[src/rtl/tft_pixel_scanner.sv]
// tft_pixel_scanner
//   Turns the TFT horizontal/vertical sync and data-enable strobes into
//   registered pixel coordinates for the pong renderer.
//
//   Optional feature macro: TFT_FRAME_CNT_EN (adds the frame_cnt port).
//
// Ports
//   clk          in   pixel clock
//   nrst         in   asynchronous active-low reset
//   h_sync       in   horizontal sync, low during the sync pulse
//   h_de         in   horizontal data enable
//   v_sync       in   vertical sync, low during the sync pulse
//   v_de         in   vertical data enable
//   x            out  column of the current pixel (valid with pix_valid)
//   y            out  row of the current pixel (valid with pix_valid)
//   pix_valid    out  x/y address an active pixel
//   line_start   out  one-cycle pulse on the first pixel of each line
//   frame_start  out  one-cycle pulse on pixel (0,0) of each frame
//   overrun      out  sticky lock/size error, cleared by v_sync fall
//   frame_cnt    out  completed frames, wraps 255->0 (TFT_FRAME_CNT_EN only)
module tft_pixel_scanner #(
    parameter int H_ACTIVE = 480,
    parameter int V_ACTIVE = 272,
    parameter int X_W      = 10,
    parameter int Y_W      = 10
) (
    input  logic           clk,
    input  logic           nrst,
    input  logic           h_sync,
    input  logic           h_de,
    input  logic           v_sync,
    input  logic           v_de,
    output logic [X_W-1:0] x,
    output logic [Y_W-1:0] y,
    output logic           pix_valid,
    output logic           line_start,
    output logic           frame_start,
    output logic           overrun
`ifdef TFT_FRAME_CNT_EN
    ,
    output logic [7:0]     frame_cnt
`endif
);

    localparam logic [1:0] WAIT_FRAME = 2'd0;
    localparam logic [1:0] WAIT_LINE  = 2'd1;
    localparam logic [1:0] IN_LINE    = 2'd2;

    localparam logic [X_W-1:0] X_MAX = X_W'(H_ACTIVE - 1);
    localparam logic [Y_W-1:0] Y_MAX = Y_W'(V_ACTIVE - 1);

    function automatic logic [X_W-1:0] sat_inc_x(input logic [X_W-1:0] v);
        return (v >= X_MAX) ? X_MAX : v + 1'b1;
    endfunction

    function automatic logic [Y_W-1:0] sat_inc_y(input logic [Y_W-1:0] v);
        return (v >= Y_MAX) ? Y_MAX : v + 1'b1;
    endfunction

    logic       h_sync_p0, h_de_p0, v_sync_p0, v_de_p0;
    logic       h_de_p1, v_sync_p1;
    logic [1:0] state;
    logic       first_line;
    logic       frame_edge, line_edge, de_p0;

    // Stage 0: input sampling, plus one-cycle history for edge detection.
    // History resets low so a sync held low through reset is not a fall.
    always_ff @(posedge clk or negedge nrst) begin
        if (!nrst) begin
            h_sync_p0 <= 1'b0;
            h_de_p0   <= 1'b0;
            v_sync_p0 <= 1'b0;
            v_de_p0   <= 1'b0;
            h_de_p1   <= 1'b0;
            v_sync_p1 <= 1'b0;
        end else begin
            h_sync_p0 <= h_sync;
            h_de_p0   <= h_de;
            v_sync_p0 <= v_sync;
            v_de_p0   <= v_de;
            h_de_p1   <= h_de_p0;
            v_sync_p1 <= v_sync_p0;
        end
    end

    assign frame_edge = v_sync_p1 & ~v_sync_p0;
    assign line_edge  = h_de_p0 & ~h_de_p1 & v_de_p0;
    assign de_p0      = h_de_p0 & v_de_p0;

    // Stage 1: scan FSM and registered outputs.
    always_ff @(posedge clk or negedge nrst) begin
        if (!nrst) begin
            state       <= WAIT_FRAME;
            first_line  <= 1'b0;
            x           <= '0;
            y           <= '0;
            pix_valid   <= 1'b0;
            line_start  <= 1'b0;
            frame_start <= 1'b0;
            overrun     <= 1'b0;
        end else begin
            line_start  <= 1'b0;
            frame_start <= 1'b0;
            if (frame_edge) begin
                // Frame boundary beats a coincident line boundary.
                state      <= WAIT_LINE;
                first_line <= 1'b1;
                overrun    <= 1'b0;
                pix_valid  <= 1'b0;
            end else begin
                case (state)
                    WAIT_FRAME: begin
                        pix_valid <= 1'b0;
                    end
                    WAIT_LINE: begin
                        if (line_edge) begin
                            state      <= IN_LINE;
                            x          <= '0;
                            pix_valid  <= 1'b1;
                            line_start <= 1'b1;
                            if (first_line) begin
                                y           <= '0;
                                frame_start <= 1'b1;
                                first_line  <= 1'b0;
                            end else begin
                                y <= sat_inc_y(y);
                                if (y >= Y_MAX)
                                    overrun <= 1'b1;
                            end
                        end else begin
                            pix_valid <= 1'b0;
                        end
                    end
                    IN_LINE: begin
                        if (de_p0) begin
                            x         <= sat_inc_x(x);
                            pix_valid <= 1'b1;
                            // Too many pixels, or h_sync active mid-line: lost lock.
                            if (x >= X_MAX || !h_sync_p0)
                                overrun <= 1'b1;
                        end else begin
                            pix_valid <= 1'b0;
                            state     <= WAIT_LINE;
                        end
                    end
                    default: begin
                        pix_valid <= 1'b0;
                        state     <= WAIT_FRAME;
                    end
                endcase
            end
        end
    end

`ifdef TFT_FRAME_CNT_EN
    logic seen_frame;

    // The first v_sync fall after reset only opens the first frame.
    always_ff @(posedge clk or negedge nrst) begin
        if (!nrst) begin
            seen_frame <= 1'b0;
            frame_cnt  <= '0;
        end else if (frame_edge) begin
            seen_frame <= 1'b1;
            if (seen_frame)
                frame_cnt <= frame_cnt + 8'd1;
        end
    end
`endif

endmodule

[config.mk]
export PLATFORM = sky130hd
export DESIGN_NAME = tft_pixel_scanner
export DESIGN_NICKNAME = d
export VERILOG_FILES = /design/src/rtl/tft_pixel_scanner.sv
export SDC_FILE = /design/constraint.sdc
export NUM_CORES = 1
export LEC_CHECK = 0
export CAP_MARGIN = 10
export CORE_UTILIZATION = 40
export CTS_CLUSTER_SIZE = 28
export DETAILED_ROUTE_END_ITERATION = 12
export SETUP_SLACK_MARGIN = 0.3
export SYNTH_ARGS = -nofsm -noshare
export SYNTH_HDL_FRONTEND = slang
export SYNTH_SLANG_ARGS = --single-unit
[constraint.sdc]
create_clock -name clk -period 2.4 [get_ports clk]
set_input_delay 0.48 -clock clk [delete_from_list [all_inputs] [get_ports clk]]
set_output_delay 0.48 -clock clk [all_outputs]
set_load 0.05 [all_outputs]
# Word level (Yosys, flattened, before mapping)
# Cells that the tools add are included.
totals:
  latch_bits: 0
  word_cells: 78
  inputBits: 6
  memories: 0
  ram_bits: 0
  mem_bits_ro: 0
  regBits: 33
  out_inout_bits: 24
op_classes:
  n_bitwise: 7
  order_cmp: 2
  n_eq_ne: 11
  n_mux: 30
  n_addsub: 2
  div: 0
  shift: 0
  reduce_logical: 12
  mul: 0
op_table:
  columns: ["operator", "n"]
  rows:
  - ["2-to-1 mux 10 bit", 5]
  - ["adder 10 x 1 -> 10 bit, second input constant", 2]
  - [">= comparator 10 x 9 -> 1 bit, second input constant", 2]
  - ["case mux 10 bit (2 select lines)", 1]
  - ["2-to-1 mux 1 bit", 18]
  - ["inequality test 3 bit, second input constant", 6]
  - ["2-to-1 mux 2 bit", 3]
  - ["inequality test 2 bit, second input constant", 3]
  - ["case mux 2 bit (3 select lines)", 1]
  - ["AND reduction 3 bit", 2]
  - ["AND reduction 6 bit", 1]
  - ["nonzero test 2 bit", 3]
  - ["bitwise AND 1 bit", 4]
  - ["case mux 1 bit (2 select lines)", 2]
  - ["AND reduction 4 bit", 1]
  - ["NOT 1 bit", 3]
  - ["nonzero test 3 bit", 1]
  - ["== test 2 x 1 -> 1 bit, second input constant", 1]
  - ["== test 2 bit, second input constant", 1]
  - ["zero test 2 bit", 1]
  - ["AND reduction 2 bit", 1]
  - ["zero test 1 bit", 1]
  - ["logical OR 1 bit", 1]

# Depth between registers and ports, before layout
depth:
  word_depth: 6
  depth_mapped: 8
  ltp_nobuf: 7

# Worst setup path before layout
# OpenSTA, ideal clock, no wires.
synth_path:
  path_type: "reg-to-reg"
  startpoint: "register y[0]"
  endpoint: "register y[6]"
  path_stages_with_launch: 6
  setup_ns: 0.124
  required_time_ns: 2.276
  path_buffers: 0
  period_less_slack_ns: 2.015
  arrival_time_ns: 1.891
  setup_slack_ns: 0.385
  path_cell_list: "dfrtp_1 ha_1 a41oi_1 and3b_2 and3_2 a211o_2"
synth_between:
  elab_chain_cells: 3
  elab_cells_between_ends: 4
  cone_classes: "1 x add/sub; 1 x order compare; 2 x mux"
synth_rtl:
  columns: ["element", "line", "text"]
  rows:
  - ["from (decl)", "34", "output logic [Y_W-1:0] y,"]
  - ["from (signal assigned)", "126", "y <= sat_inc_y(y);"]
  - ["adder 10 x 1 -> 10 bit or >= comparator 10 x 9 -> 1 bit (tied branches)", "57", "return (v >= Y_MAX) ? Y_MAX : v + 1'b1;"]
  - ["2-to-1 mux 10 bit *", "57", null]
  - ["2-to-1 mux 10 bit *", "121", "if (first_line) begin"]
# Every way passes the cells marked *; elsewhere a longest branch is shown, timed or not.
# A chain may end at the register's enable or synchronous reset.

# Worst setup path after layout
layout_path:
  startpoint: "register x[1]"
  endpoint: "output x[1]"
layout_lines:
  columns: ["element", "line", "text"]
  rows:
  - ["from (decl)", "33", "output logic [X_W-1:0] x,"]
  - ["from (signal assigned)", "136", "x <= sat_inc_x(x);"]
# No word-level cell between the ends.

==> flow_summary.json <==
{
  "hold_viol": 0,
  "fin_setup_tns_ps": 0,
  "end_kind": "primary output",
  "seqPwrFrac_pct": 40.6,
  "status": "complete, no violations",
  "total_power_mw": 1.60,
  "dp_slack_ps": 473,
  "synth_warnings": 0,
  "slew_headroom_pct": 66.3,
  "synth_ff_type": "dfrtp_1",
  "nNetsFinal": 220,
  "final_area_um2": 2200,
  "crit_type": "flip-flop to primary output",
  "slowest_stage": "clkdlybuf4s50_1",
  "grt_max_degree": 34,
  "numClockSinks": 33,
  "synth_area_per_cell_um2": 9.99,
  "r2r-end": "x[8]$_DFFE_PN0P_",
  "setup_viol": 0,
  "r2r_cells": 5,
  "holdCritPathClass": "flip-flop to flip-flop",
  "ff2ff_setup_slack_ps": 440,
  "clock_path_buffers": 2,
  "hold_depth": 0,
  "grt_pass1_vias": 1456,
  "startpoint": "x[1]$_DFFE_PN0P_",
  "critPathMaxStageDelay_ps": 850,
  "async_flop_share_pct": 100,
  "crit_family": "buffers and inverters",
  "ys_seq_area_share_pct": 47.0,
  "crit_chain": "clkdlybuf4s50_1",
  "clkLatencyLatePin_ps": 290,
  "cts_made_buffers": 5,
  "path_clk_slew_ps": 70,
  "leakagePower_nw": 1.06,
  "syn-instance-count": 176,
  "root_buffer": "clkbuf_8",
  "drtIter0Drc": 57,
  "htreeDepth": 2,
  "die_area_um2": 4660,
  "wire_per_inst_um": 15.1,
  "antenna_found_initial": 0,
  "skew_ps": 10.8,
  "combPwrFrac_pct": 33.8,
  "first_pass_iters": 4,
  "synthToLayoutAreaGrowth_pct": 25.1,
  "register_area_um2": 826,
  "placed_cell_area_um2": 2100,
  "cts_tree": "yes",
  "grt_use_total_pct": 19.3,
  "core_area_um2": 4120,
  "drv_cap": 0,
  "grt_pass1_wl_um": 6640,
  "placementRows": 23,
  "vias": 1500,
  "reg_top3": "x x10, y x10, state x2",
  "die_x_um": 68.3,
  "fillers": 377,
  "die_h_um": 68.3,
  "crit_path_start_kind": "flip-flop",
  "whs_endpoint": "v_sync_p1$_DFF_PN0_",
  "place_hpwl_um": 2730,
  "fin_ws_ps": 328,
  "start_util_pct": 42.7,
  "finish.utilization_pct": 53.4,
  "critPathRequiredTime_ps": 1920,
  "vdd_drop_max_mv": 0.328,
  "ioPinCount": 30,
  "drc": 0,
  "netlist_area_um2": 1760,
  "viasPerCell": 5.77,
  "drive_gt1_share_pct": 9.05,
  "crit_arrival_ps": 1590,
  "fin_crit_ps": 2070,
  "powerDensity_nw_per_um2": 728,
  "p_int_mw": 1.00,
  "antennaDiodeCount": 0,
  "multi_input_area_um2": 870,
  "max_freq_mhz": 483,
  "gp_congestion": 0.816,
  "min_period_over_period_pct": 86.3,
  "cp.buffers_inverters": 1,
  "ant_nets": 0,
  "crit_fanout": 7,
  "clockPowerShare_pct": 25.6,
  "synth_cell_types": 46,
  "drt-total-wl_um": 3940,
  "synth_nets": 187,
  "hp-start": "v_sync_p0$_DFF_PN0_",
  "netSwitchingFraction_pct": 37.3,
  "p_sw_uw": 597,
  "portBuffers": 29,
  "rsz0062_at_grt": "no",
  "timing.rr.start": "x[0]$_DFFE_PN0P_",
  "slew_viol_final": 0,
  "tightest_slew_ps": 504,
  "synth_edf_count": 0,
  "grt-ovfl-total": 0,
  "ys_ff_latch": 33
}
-- layout make-up --
cell class / instances / share of cell area (%)
Inverter: 9 / 1.54
Sequential cell: 33 / 37.6
Clock inverter: 3 / 0.797
Multi-Input combinational cell: 128 / 39.6
Timing Repair Buffer: 32 / 14.6
Clock buffer: 5 / 3.13
Tap cell: 50 / 2.85
-- synthesized netlist by cell type (2+ instances only) --
master | count | area (µm²)
o31ai_1 | 2 | 15.0
a21oi_1 | 2 | 10.0
o21ai_0 | 14 | 70.1
nor4_1 | 3 | 18.8
nand4_1 | 5 | 31.3
and4_1 | 3 | 26.3
inv_1 | 9 | 33.8
nand3_1 | 9 | 45.0
ha_1 | 5 | 62.6
nand2_1 | 16 | 60.1
nor2b_1 | 3 | 18.8
buf_2 | 2 | 10.0
a211oi_1 | 4 | 30.0
a41o_1 | 2 | 20.0
and2_1 | 4 | 25.0
nor2_1 | 13 | 48.8
nand2b_1 | 2 | 12.5
a41oi_1 | 3 | 26.3
nand3b_1 | 2 | 15.0
a22o_1 | 5 | 43.8
nor3_1 | 3 | 15.0
clkbuf_1 | 3 | 11.3
and3_1 | 3 | 18.8
o21a_1 | 2 | 15.0
dfrtp_1 | 33 | 826
a211o_1 | 4 | 35.0
-- placed cells by master, fill, tap and decap left out, types with 2 or more instances in the layout --
cell type	count
a211o_1	4
a211oi_1	4
a21oi_1	2
a22o_1	5
a41o_1	2
a41oi_1	3
and2_1	4
and3_1	3
and4_1	3
buf_4	3
clkbuf_8	5
clkdlybuf4s50_1	20
clkinv_2	2
dfrtp_1	33
dlygate4sd2_1	4
dlymetal6s2s_1	5
ha_1	5
inv_1	9
nand2_1	16
nand2b_1	2
nand3_1	9
nand3b_1	2
nand4_1	5
nor2_1	13
nor2b_1	3
nor3_1	3
nor4_1	3
o21a_1	2
o21ai_0	14
o31ai_1	2
-- logic make-up (layout without fill, tap and decap cells) --
kind of cell,count (synthesis),in the layout,synth area share (%)
AO/OA/AOI/OAI,49,49,22.8
adder cells (fa/ha/maj),5,5,3.56
buffers and inverters,15,49,3.56
flip-flops,33,33,47.0
AND/OR/NAND/NOR,74,74,23.1
-- timing repair --
action	CTS	global route
setup endpoints to repair	4	5
cloned	0	0
endpoints found under the hold margin	0	0
hold buffers	0	0
setup buffers	0	0
gates resized for setup	4	5
-- worst max-delay path by stage --
stage,end,slack [ps],cells past startpoint
finish,x[1],330,1
floorplan,y[6]$_DFFE_PN0P_,380,5
CTS,x[0],310,1
detailed placement,x[2]$_DFFE_PN0P_,470,5
global route,x[2],300,1
global placement,x[5]$_DFFE_PN0P_,550,6
-- layer usage --
| metal | GRT usage, % | part of all wire (%) | up-vias |
|---|---|---|---|
| li1 | - | - | 727 |
| met1 | 23.7 | 44 | 731 |
| met2 | 32.6 | 51 | 36 |
| met3 | 4.17 | 3.9 | 6 |
| met4 | 7.81 | 1.3 | 0 |
| met5 | 0 | 0 | - |
-- through the flow --
stage / hold WS (ps) / std cells
floorplan: 184 / 176
global placement: 382 / 252
detailed placement: 395 / 252
CTS: 410 / 260
global route: 433 / 260
finish: 403 / 260
-- power groups by stage --
stage | logic, mW | clock network (mW) | registers [mW]
2_1_floorplan | 0.347 | 0 | 0.714
4_1_cts | 0.545 | 0.423 | 0.650
3_3_place_gp | 0.527 | 0 | 0.654
6_report | 0.541 | 0.409 | 0.650
5_1_grt | 0.603 | 0.448 | 0.656
3_5_place_dp | 0.542 | 0 | 0.660
Power figures use the tool's default switching activity.
